## src/rtl/msk_hpc3_rnd_gen_pkg.sv

```systemverilog
// Shared types and constants for the HPC3 gadget randomness generator.
// Covers the bus-width rule, FSM states, lane-mixing constant and default warmup length.
package msk_hpc3_rnd_gen_pkg;

    localparam int          DEFAULT_WARMUP = 16;
    localparam logic [31:0] LANE_MIX       = 32'h9E3779B9;

    typedef enum logic [1:0] {
        ST_UNSEEDED,
        ST_LOAD,
        ST_WARMUP,
        ST_RUN
    } state_e;

    // Two HPC3 randomness groups of 2*d*(d-1) bits each.
    function automatic int rnd_width(input int shares);
        return 4 * shares * (shares - 1);
    endfunction

    function automatic logic [31:0] lane_mix(input int idx);
        return 32'(idx) * LANE_MIX;
    endfunction

endpackage

```

## src/rtl/xorshift128_core.sv

```systemverilog
// One xorshift128 generator lane-set with seed load and step enable.
// w_next_o is the w value the next step produces, so the owner can capture it on the stepping edge.
module xorshift128_core
    import msk_hpc3_rnd_gen_pkg::*;
#(
    parameter int IDX = 0
) (
    input  logic         clk,
    input  logic         rst_n,
    input  logic         load_i,
    input  logic [127:0] seed_i,
    input  logic         step_i,
    output logic [31:0]  w_next_o
);

    localparam logic [31:0] MIX = lane_mix(IDX);

    logic [31:0] x_q, y_q, z_q, w_q;
    logic [31:0] x_seed, y_seed, z_seed, w_seed;
    logic [31:0] t, w_d;

    always_comb begin
        x_seed = seed_i[31:0]   ^ MIX;
        y_seed = seed_i[63:32]  ^ MIX;
        z_seed = seed_i[95:64]  ^ MIX;
        w_seed = seed_i[127:96] ^ MIX;
        // An all-zero state is the one fixed point of xorshift; steer away from it.
        if ({x_seed, y_seed, z_seed, w_seed} == 128'h0) begin
            w_seed = 32'd1;
        end
        t   = x_q ^ (x_q << 11);
        w_d = w_q ^ (w_q >> 19) ^ t ^ (t >> 8);
    end

    // NOTE: state registers use non-blocking assignments and an async reset so every lane clears without a clock.
    always_ff @(posedge clk or negedge rst_n) begin
        if (!rst_n) begin
            x_q <= '0;
            y_q <= '0;
            z_q <= '0;
            w_q <= '0;
        end else if (load_i) begin
            x_q <= x_seed;
            y_q <= y_seed;
            z_q <= z_seed;
            w_q <= w_seed;
        end else if (step_i) begin
            x_q <= y_q;
            y_q <= z_q;
            z_q <= w_q;
            w_q <= w_d;
        end
    end

    assign w_next_o = w_d;

endmodule

```

## src/rtl/msk_hpc3_rnd_gen.sv

```systemverilog
// Randomness source for an HPC3 GF(4) multiplier: parallel xorshift128 cores behind a
// seed/warmup FSM and a valid/ready output register delivering one fresh word per cycle.
`ifndef DEFAULTSHARES
`define DEFAULTSHARES 2
`endif

module msk_hpc3_rnd_gen
    import msk_hpc3_rnd_gen_pkg::*;
#(
    parameter int d      = `DEFAULTSHARES,
    parameter int WARMUP = DEFAULT_WARMUP
) (
    input  logic                        clk,
    input  logic                        rst_n,
    input  logic                        seed_valid_i,
    input  logic [127:0]                seed_i,
    output logic [rnd_width(d)-1:0]     rnd_o,
    output logic                        rnd_valid_o,
    input  logic                        rnd_ready_i,
    output logic                        busy_o
);

    localparam int RNDW = rnd_width(d);
    localparam int NC   = (RNDW + 31) / 32;
    localparam int CW   = $clog2(WARMUP + 1);

    state_e            state_q;
    logic [CW-1:0]     cnt_q;
    logic [RNDW-1:0]   rnd_q;
    logic              rnd_valid_q;
    logic              busy_q;
    logic              fire;
    logic              core_step;
    logic [NC*32-1:0]  core_w;

    assign fire      = rnd_valid_q & rnd_ready_i;
    assign core_step = (state_q == ST_WARMUP) | fire;

    for (genvar k = 0; k < NC; k++) begin : g_core
        xorshift128_core #(
            .IDX(k)
        ) u_core (
            .clk     (clk),
            .rst_n   (rst_n),
            .load_i  (seed_valid_i),
            .seed_i  (seed_i),
            .step_i  (core_step),
            .w_next_o(core_w[k*32 +: 32])
        );
    end

    // Cores load on the seed_valid edge; a reseed overrides any step, including a simultaneous fire.
    always_ff @(posedge clk or negedge rst_n) begin
        if (!rst_n) begin
            state_q     <= ST_UNSEEDED;
            cnt_q       <= '0;
            rnd_q       <= '0;
            rnd_valid_q <= 1'b0;
            busy_q      <= 1'b0;
        end else if (seed_valid_i) begin
            state_q     <= ST_LOAD;
            cnt_q       <= '0;
            rnd_q       <= '0;
            rnd_valid_q <= 1'b0;
            busy_q      <= 1'b1;
        end else begin
            case (state_q)
                ST_LOAD: begin
                    cnt_q   <= '0;
                    state_q <= ST_WARMUP;
                end
                ST_WARMUP: begin
                    cnt_q <= cnt_q + CW'(1);
                    if (cnt_q == CW'(WARMUP - 1)) begin
                        rnd_q       <= RNDW'(core_w);
                        rnd_valid_q <= 1'b1;
                        busy_q      <= 1'b0;
                        state_q     <= ST_RUN;
                    end
                end
                ST_RUN: begin
                    if (fire) begin
                        rnd_q <= RNDW'(core_w);
                    end
                end
                default: begin
                end
            endcase
        end
    end

    assign rnd_o       = rnd_q;
    assign rnd_valid_o = rnd_valid_q;
    assign busy_o      = busy_q;

endmodule

```

## config.mk

```make
export PLATFORM = sky130hd
export DESIGN_NAME = msk_hpc3_rnd_gen
export DESIGN_NICKNAME = d
export VERILOG_FILES = /design/src/rtl/msk_hpc3_rnd_gen_pkg.sv /design/src/rtl/xorshift128_core.sv /design/src/rtl/msk_hpc3_rnd_gen.sv
export SDC_FILE = /design/constraint.sdc
export NUM_CORES = 1
export LEC_CHECK = 0
export CORE_ASPECT_RATIO = 1.25
export CORE_UTILIZATION = 30
export CTS_BUF_LIST = sky130_fd_sc_hd__clkbuf_8
export CTS_CLUSTER_DIAMETER = 80
export DETAILED_ROUTE_END_ITERATION = 6
export SYNTH_ARGS = -nofsm -noshare
export SYNTH_HDL_FRONTEND = slang
export SYNTH_SLANG_ARGS = --single-unit
```

## constraint.sdc

```tcl
create_clock -name clk -period 2.6 [get_ports clk]
set_clock_uncertainty 0.15 [all_clocks]
set_input_delay 0.52 -clock clk [delete_from_list [all_inputs] [get_ports clk]]
set_output_delay 0.52 -clock clk [all_outputs]
set_load 0.005 [all_outputs]
```

==> metrics.md, run 1 <==
| Metric | Value |
|---|---|
| Cell internal pwr | `5.23 mW` |
| LEAKAGE | `4.19 nW` |
| # setup viols final | `0` |
| Total clock sinks | `145` |
| Post-placement cell count | `1,231` |
| Warnings, synthesis | `0` |
| Worst setup SP type | `input port` |
| Filler instances | `2,517` |
| Antenna viol nets, final | `0` |
| RSZ-0062 raised after global routing | `no` |
| Die ar. | `26,400 sq um` |
| Post-synthesis async set-or-reset flop share | `100%` |
| Clock transition at path regs | `0.08 ns` |
| Critical Path RT | `2.83 ns` |
| Syn Area/Cell | `9.99 sq um` |
| Post-synth top flop | `dfrtp_1` |
| Vias per cell | `4.98` |
| Place WS | `-0.0856 ns` |
| Die width | `145 microns` |
| Placed wire-length estimate | `19.3 mm` |
| Register area share after synthesis | `47.0%` |
| Net count after synthesis | `907` |
| Layout Cells excl Fill | `1,264` |
| IO Port Bufs | `141` |
| Status | `completed` |
| Die Y | `181 microns` |
| Starting density of the core | `30.5%` |
| Relative slew slack | `62.3%` |
| Inserted Diodes | `0` |
| GRT overflow | `0` |
| Final Hold Fails | `0` |
| # Max-Cap Violations | `0` |
| Post-Route WL | `24.9 mm` |
| Core footprint | `25,300 sq um` |
| Sw Ratio | `35.0%` |
| HP Class | `input port to flip-flop` |
| Yosys top cell area share | `47.0%` |
| Synth top cells by count | `dfrtp_1, o21ai_0, nand2_1, mux2i_1, xnor2_1` |
| GP Congestion | `0.854` |
| Final-report max-slew violation count | `0` |
| Final worst-path cycle share | `86.9%` |
| Largest net degree at the start of global routing | `57` |
| Layout area overhead | `30.9%` |
| CTS Buf Count | `17` |
| CTS Hold Bufs | `1` |
| Pwr Density | `797 nW/um^2` |
| Vias in the first global route | `6,412` |
| Worst slew pin tran | `0.566 ns` |
| F_max | `442 MHz` |
| Clk Latency, worst-skew pair | `0.47 ns` |
| Util after Layout | `40.0%` |
| Setup Buffers After CTS | `0` |
| H-tree lvl count | `4` |
| Net Sw Power | `2.82 mW` |
| Ranking of synthesized cells by area | `dfrtp_1, mux2i_1, o21ai_0` |
| Final hold slack | `0.143 ns` |
| I/O pins | `142` |
| CTS tree | `yes` |
| Comb power frac | `31.8%` |
| Post-synth EDFFs | `0` |
| Most frequent cell after synthesis | `dfrtp_1` |
| Synth Register Bits | `145` |
| WP data arrival | `2.49 ns` |
| Initial antenna violation count | `0` |
| Yosys cell types | `44` |
| Crit-path max FO | `2` |
| Post-Syn Instances | `773` |
| Worst Setup End Kind | `flip-flop` |
| Post-Syn Area | `7720 sq um` |
| Multi-input logic area | `3800 sq um` |
| Drt wl/cell | `19.7 microns` |
| TritonRoute pass-1 iters | `5` |
| Total track usage | `19.6%` |
| Via count | `6,294` |
| CTS max path bufs | `2` |
| Fin crit period | `2.26 ns` |
| Clock share of power | `26.4%` |
| Layout cells sized above 1 | `8.50%` |
| Kind of critical path | `input port to flip-flop` |
| Power share of the sequential group | `41.7%` |
| Post-CTS Resized | `0` |
| DRC Markers | `0` |
| Peak supply drop | `0.000386 V` |
| Row count | `65` |
| Synth area leader | `dfrtp_1` |
| Storage cell area | `3630 sq um` |
| Nets@finish | `1,050` |
| Fin worst setup slack | `0.340 ns` |
| DR iter-0 viols | `494` |
| First-pass GRT wire length | `38.4 mm` |
| Clock root cell | `clkbuf_8` |
[critical path, stage by stage]
cell	delay, ns
clkdlybuf4s50_1	0.45
nor4_1	0.34
buf_4	0.19
nand4_1	0.10
nor4_1	0.49
a2111oi_0	0.19
a211oi_1	0.20
[final timing paths]
path	start	end	slack [ns]	cells past startpoint
worst max-delay path	seed_i[6]	g_core[0].u_core.w_q[0]	0.34	7
worst min-delay path	seed_valid_i	cnt_q[2]	0.14	2
worst max register to register	cnt_q[1]	rnd_o[1]	0.50	9
worst min register to register	rnd_o[6]	rnd_o[6]	0.33	2
max in group asynchronous	rst_n	g_core[0].u_core.y_q[8]	1.19	3
min in group asynchronous	rst_n	rnd_o[4]	0.41	2
[flip-flops by register name, indices dropped and copies added, names as in the netlist]
signal             count
state_q                2
rnd_valid_o            1
g_core.u_core.x_q     32
rnd_o                  8
g_core.u_core.z_q     32
g_core.u_core.y_q     32
cnt_q                  5
busy_o                 1
g_core.u_core.w_q     32
[metrics by stage]
| step | power [mW] | setup TNS (ns) | instance area [sq um] |
|---|---|---|---|
| detailed placement | 5.97 | -0.0856 | 9630 |
| global route | 8.49 | 0 | 10100 |
| CTS | 8.11 | 0 | 10100 |
| global placement | 5.93 | -0.106 | 9630 |
| floorplan | 4.86 | 0 | 7720 |
| finish | 8.06 | 0 | 10100 |
[cells by family after synthesis]
family          share of synthesized area (%)
mux                                      13.3
xor+xnor                                 9.30
flops                                    47.0
buf+inv                                  3.79
compound gates                           15.1
fa+ha+maj                               0.324
simple gates                             11.2
[power by group through the flow]
| stage | Sequential [mW] | Clock [mW] | Combinational [mW] |
|---|---|---|---|
| 6_report | 3.36 | 2.13 | 2.56 |
| 3_5_place_dp | 3.40 | 0 | 2.56 |
| 4_1_cts | 3.36 | 2.16 | 2.59 |
| 3_3_place_gp | 3.39 | 0 | 2.54 |
| 5_1_grt | 3.43 | 2.25 | 2.81 |
| 2_1_floorplan | 3.18 | 0 | 1.68 |
[cell type report]
cell class / instances / share of cell area [%]
clock buffers: 17 / 2.32
clock inverters: 15 / 2.27
inverters: 2 / 0.0743
multi-input cells: 576 / 37.6
flip-flops and latches: 145 / 35.9
well taps: 335 / 4.15
repair buffers: 174 / 17.7
[layer usage]
layer	share of wire (%)	GRT usage [%]	vias up
met4	3.2	8.51	0
li1	-	-	3026
met2	49	32.3	206
met5	0	0	-
met1	43	25.1	3021
met3	5.3	3.48	41
[layout by cell type (no fill, tap or decap), types with 3 or more instances in the layout]
| master | n |
|---|---|
| a21oi_1 | 23 |
| a21oi_2 | 10 |
| a22oi_1 | 6 |
| buf_12 | 10 |
| buf_4 | 22 |
| bufinv_16 | 5 |
| clkbuf_8 | 17 |
| clkdlybuf4s50_1 | 139 |
| dfrtp_1 | 145 |
| inv_1 | 3 |
| inv_6 | 5 |
| mux2i_1 | 100 |
| nand2_1 | 110 |
| nand3_1 | 9 |
| nand4_1 | 8 |
| nor2_1 | 14 |
| nor3_1 | 4 |
| nor4_1 | 34 |
| o21a_1 | 14 |
| o21ai_0 | 113 |
| o21ai_1 | 11 |
| o22ai_1 | 8 |
| o31ai_1 | 5 |
| xnor2_1 | 52 |
| xor2_1 | 30 |
Power figures use the tool's default switching activity.
==> inputs of run 2 (changes only) <==
--- a/config.mk
+++ b/config.mk
@@ -10,6 +10,7 @@
 export CTS_BUF_LIST = sky130_fd_sc_hd__clkbuf_8
 export CTS_CLUSTER_DIAMETER = 80
 export DETAILED_ROUTE_END_ITERATION = 6
+export MAX_ROUTING_LAYER = met4
 export SYNTH_ARGS = -nofsm -noshare
 export SYNTH_HDL_FRONTEND = slang
 export SYNTH_SLANG_ARGS = --single-unit
==> constraint.sdc (replaced) <==
create_clock -name clk -period 2.85 [get_ports clk]
set_clock_uncertainty 0.15 [all_clocks]
set_input_delay 0.57 -clock clk [delete_from_list [all_inputs] [get_ports clk]]
set_output_delay 0.57 -clock clk [all_outputs]
set_load 0.005 [all_outputs]
==> run 2 against run 1 <==
Global-route usage rose by 0.74 points. Sequential power fell by 8.6%. Critical endpoint unchanged. Cell count fell by 0.79%. Worst hold slack improved by 0.19 ns. Largest cell class unchanged. Critical path depth did not move.
==> metrics.md, run 2 (synthesis results as in run 1) <==
| Metric | Value |
|---|---|
| Status | `completed` |
| Nets@finish | `1,040` |
| Placed cell areas | `9490 sq um` |
| GP Congestion | `0.901` |
| Fin crit period | `2.39 ns` |
| Setup Buffers After CTS | `0` |
| H-tree lvl count | `4` |
| Clock transition at path regs | `0.08 ns` |
| LEAKAGE | `4.11 nW` |
| Commonest non-fill, non-tap cell in the layout | `dfrtp_1` |
| Largest net degree at the start of global routing | `89` |
| Antenna viol nets, final | `0` |
| Pwr Density | `722 nW/um^2` |
| Clock root cell | `clkbuf_8` |
| I/O pins | `142` |
| Fin area | `9940 sq um` |
| IO Port Bufs | `141` |
| Hold Crit Start | `g_core[0].u_core.y_q[15]` |
| Vias in the first global route | `6,337` |
| Placed wire-length estimate | `19.2 mm` |
| Worst slew pin tran | `0.727 ns` |
| RSZ-0062 raised after global routing | `no` |
| Place WS | `-0.00890 ns` |
| Layout area overhead | `28.8%` |
| # Max-Cap Violations | `0` |
| TritonRoute pass-1 iters | `6` |
| Vias per cell | `5.02` |
| Final Hold Fails | `0` |
| Total clock sinks | `145` |
| HP Class | `flip-flop to flip-flop` |
| CTS Hold Bufs | `1` |
| Worst setup SP type | `input port` |
| CTS tree | `yes` |
| Post-Route WL | `25.0 mm` |
| Crit-path max FO | `2` |
| Most frequent cells in the layout | `dfrtp_1, clkdlybuf4s50_1, o21ai_0` |
| Die Y | `181 microns` |
| CTS Buf Count | `17` |
| Kind of critical path | `input port to flip-flop` |
| DR iter-0 viols | `522` |
| Peak supply drop | `0.000355 V` |
| # setup viols final | `0` |
| Row count | `65` |
| Clk Latency, worst-skew pair | `0.46 ns` |
| Post-CTS Resized | `0` |
| Relative slew slack | `51.5%` |
| Die width | `145 microns` |
| Initial antenna violation count | `0` |
| Multi-input logic area | `3800 sq um` |
| Crit path launch | `seed_i[6]` |
| Layout Cells excl Fill | `1,254` |
| Storage cell area | `3630 sq um` |
| Die ar. | `26,400 sq um` |
| Fin worst setup slack | `0.464 ns` |
| Via count | `6,301` |
| Drt wl/cell | `19.9 microns` |
| Filler instances | `2,542` |
| Final worst-path cycle share | `83.7%` |
| Starting density of the core | `30.5%` |
| WP data arrival | `2.60 ns` |
| Final-report max-slew violation count | `0` |
| Total track usage | `20.3%` |
| F_max | `419 MHz` |
| Core footprint | `25,300 sq um` |
| GRT overflow | `0` |
| Critical Path RT | `3.07 ns` |
| Post-placement cell count | `1,221` |
| Layout cells sized above 1 | `7.51%` |
| DRC Markers | `0` |
| Inserted Diodes | `0` |
| Worst r2r src | `cnt_q[0]` |
| CTS max path bufs | `2` |
| Worst Setup End Kind | `flip-flop` |
| First-pass GRT wire length | `38.4 mm` |
==> run 2: changes by cell type in the layout (fill, tap and decap cells not counted), sizes merged <==
cell / before / now
clkinv: 1 / 5
bufinv: 5 / 3
clkinvlp: 2 / 0
inv: 9 / 7
buf: 34 / 24
clkbuf: 17 / 19
==> run 2: routing by layer <==
metal / GRT usage [%] / up-vias / wire [microns]
li1: - / 3009 / -
met1: 25.3 / 3023 / 10600
met5: - / - / 0
met4: 8.84 / 0 / 930
met3: 3.31 / 46 / 1310
met2: 32.6 / 223 / 12100
==> run 2: power breakdown <==
part | switching (mW) | internal, mW | leakage (nW)
combinational | 1.16 | 1.15 | 2.13
sequential | 0.531 | 2.54 | 1.76
clock | 0.861 | 0.931 | 0.225
total | 2.55 | 4.62 | 4.11
==> run 2: final timing paths <==
kind | endpoint | depth (start not counted) | slack, ns
hold / removal | g_core[0].u_core.y_q[15] | 2 | 0.33
min in group asynchronous | rnd_o[5] | 2 | 0.52
setup / recovery | g_core[0].u_core.w_q[0] | 7 | 0.46
max in group asynchronous | g_core[0].u_core.w_q[0] | 3 | 1.22
hold reg to reg | g_core[0].u_core.y_q[15] | 2 | 0.33
setup reg to reg | rnd_o[0] | 7 | 0.54
==> run 2: worst max-delay path: stages <==
cell and delay [ns]:
clkdlybuf4s50_1 0.46, nor4_1 0.40, buf_4 0.20, nand4_1 0.09, nor4_1 0.50, a2111oi_0 0.20
a211oi_1 0.19
==> run 2: layout make-up <==
type | count | area share, %
flip-flops and latches | 145 | 36.5
clock inverters | 13 | 1.76
inverters | 2 | 0.0755
clock buffers | 19 | 2.63
repair buffers | 164 | 16.6
well taps | 335 | 4.22
multi-input cells | 576 | 38.2
==> run 2: metrics by stage <==
step | utilization, % | hold slack (ns) | total power, mW | setup TNS (ns)
2_1_floorplan | - | 0.124 | 4.43 | 0
3_3_place_gp | 37.5 | 0.310 | 5.39 | 0
3_5_place_dp | 37.5 | 0.315 | 5.43 | -0.00890
4_1_cts | 39.3 | 0.313 | 7.24 | 0
5_1_grt | 39.3 | 0.352 | 7.60 | 0
6_report | 39.3 | 0.333 | 7.18 | 0
==> inputs of run 3 (changes only) <==
==> constraint.sdc (replaced) <==
create_clock -name clk -period 2 [get_ports clk]
set_clock_uncertainty 0.15 [all_clocks]
set_input_delay 0.4 -clock clk [delete_from_list [all_inputs] [get_ports clk]]
set_output_delay 0.4 -clock clk [all_outputs]
set_load 0.005 [all_outputs]
==> run 3 against run 2 <==
Worst hold slack got worse by 0.21 ns. Via count increased by 8.0%. Core utilization increased by 5.6 points. Non-clock buffer count increased by 140. Highest routed layer unchanged. Sequential share of layout area decreased by 4.5 points. Sequential power increased by 41%. Cell count increased by 11%. Flip-flop and latch count unchanged. Count of clock-buffer cells in the layout decreased by 1.
==> metrics.md, run 3 (synthesis results as in run 1) <==
| Metric | Value |
|---|---|
| Layout cells sized above 1 | `22.4%` |
| Relative slew slack | `68.2%` |
| Starting density of the core | `30.5%` |
| Worst slew pin tran | `0.475 ns` |
| Status | `completed` |
| RSZ-0062 raised after global routing | `yes` |
| Critical Path RT | `2.21 ns` |
| Nets@finish | `1,180` |
| DRC Markers | `0` |
| Inserted Diodes | `0` |
| Total clock sinks | `145` |
| CTS max path bufs | `2` |
| Util after Layout | `44.9%` |
| GP Congestion | `0.883` |
| Worst-case reg-to-reg path depth | `7` |
| Via count | `6,802` |
| Hold Crit Start | `seed_valid_i` |
| Hold path depth | `3` |
| Die ar. | `26,400 sq um` |
| H-tree lvl count | `4` |
| Pwr Density | `907 nW/um^2` |
| Worst setup SP type | `input port` |
| GRT overflow | `0` |
| Multi-input logic area | `4010 sq um` |
| Most frequent cells in the layout | `dfrtp_1, buf_4, clkdlybuf4s50_1` |
| Antenna viol nets, final | `0` |
| Clock root cell | `clkbuf_8` |
| Layout area overhead | `47.0%` |
| I/O pins | `142` |
| First-pass GRT wire length | `40.2 mm` |
| Clock transition at path regs | `0.08 ns` |
| Core footprint | `25,300 sq um` |
| WP data arrival | `2.17 ns` |
| CTS Buf Count | `17` |
| Filler instances | `2,432` |
| Clk Latency, worst-skew pair | `0.46 ns` |
| Row count | `65` |
| Die Y | `181 microns` |
| Drt wl/cell | `18.5 microns` |
| Crit-path max FO | `2` |
| Storage cell area | `3630 sq um` |
| IO Port Bufs | `141` |
| Worst R2R End | `rnd_o[0]` |
| R2R Setup Slk | `0.12 ns` |
| Initial antenna violation count | `0` |
| Final-report max-slew violation count | `0` |
| Placed wire-length estimate | `20.3 mm` |
| DR iter-0 viols | `392` |
| Final worst-path cycle share | `98.2%` |
| Total track usage | `21.0%` |
| CTS tree | `yes` |
| Post-Route WL | `25.7 mm` |
| F_max | `509 MHz` |
| WHS Endpoint | `busy_o` |
| LEAKAGE | `4.98 nW` |
| Worst Setup End Kind | `flip-flop` |
| Pwr Total | `10.3 mW` |
| Fin crit period | `1.96 ns` |
| # Max-Cap Violations | `0` |
| Worst r2r src | `cnt_q[0]` |
| Die width | `145 microns` |
| TritonRoute pass-1 iters | `5` |
| Final Hold Fails | `0` |
| Vias per cell | `4.88` |
| Peak supply drop | `0.000551 V` |
| Largest net degree at the start of global routing | `53` |
| Commonest non-fill, non-tap cell in the layout | `dfrtp_1` |
| Kind of critical path | `input port to flip-flop` |
| HP Class | `input port to flip-flop` |
| # setup viols final | `0` |
| Vias in the first global route | `7,038` |
==> run 3: area by class of cell <==
cell class	instances	share of cell area, %
inverter	2	0.0661
timing repair buffer	304	25.6
tap	335	3.69
multi-input combinational	576	35.3
clock buffer	18	2.18
sequential	145	32.0
clock inverter	13	1.21
==> run 3: worst max-delay path by stage <==
stage | startpoint | endpoint | slack [ns]
5_1_grt | seed_i[37] | g_core[0].u_core.w_q[0] | -0.03
2_1_floorplan | cnt_q[0] | rnd_o[0] | 0.09
4_1_cts | seed_i[6] | g_core[0].u_core.w_q[0] | 0.007
6_report | seed_i[27] | g_core[0].u_core.w_q[0] | 0.04
3_5_place_dp | seed_i[115] | g_core[0].u_core.w_q[0] | -0.69
3_3_place_gp | seed_i[115] | g_core[0].u_core.w_q[0] | -0.66
==> run 3: power by group <==
group / switching (mW) / internal, mW
Combinational: 1.74 / 1.89
Sequential: 0.721 / 3.62
Clock: 1.18 / 1.13
==> run 3: per-stage QoR <==
stage / setup slack (ns) / instances / setup TNS, ns / cell area (sq um) / hold slack [ns]
final: 0.0360 / 1393 / 0 / 11300 / 0.128
after global routing: -0.0335 / 1393 / -0.0335 / 11300 / 0.115
after CTS: 0.00664 / 1394 / 0 / 11200 / 0.105
after detailed placement: -0.691 / 1361 / -2.37 / 10700 / 0.103
after global placement: -0.661 / 1361 / -2.16 / 10700 / 0.102
after floorplan: 0.0904 / 773 / 0 / 7720 / -0.0456
==> run 3: repair_timing <==
action | in CTS | in global routing
setup endpoints to repair | 3 | 9
setup buffers | 1 | 0
endpoints found under the hold margin | 145 | 0
resized for setup | 8 | 42
pin swaps | 2 | 15
hold buffers | 1 | 0
==> run 3: worst max-delay path: stages <==
cell and delay, ns:
clkdlybuf4s50_1 0.46, nor4_1 0.29, buf_4 0.15, nand4_1 0.16, nor4_4 0.36, a2111oi_2 0.11
a211oi_1 0.23
==> run 3: layer usage <==
layer	vias to the layer above	global-route usage, %	part of all wire [%]
li1	3299	-	-
met1	3252	25.6	43
met4	0	9.09	3.9
met3	44	3.38	4.4
met5	-	-	0
met2	207	34.2	49
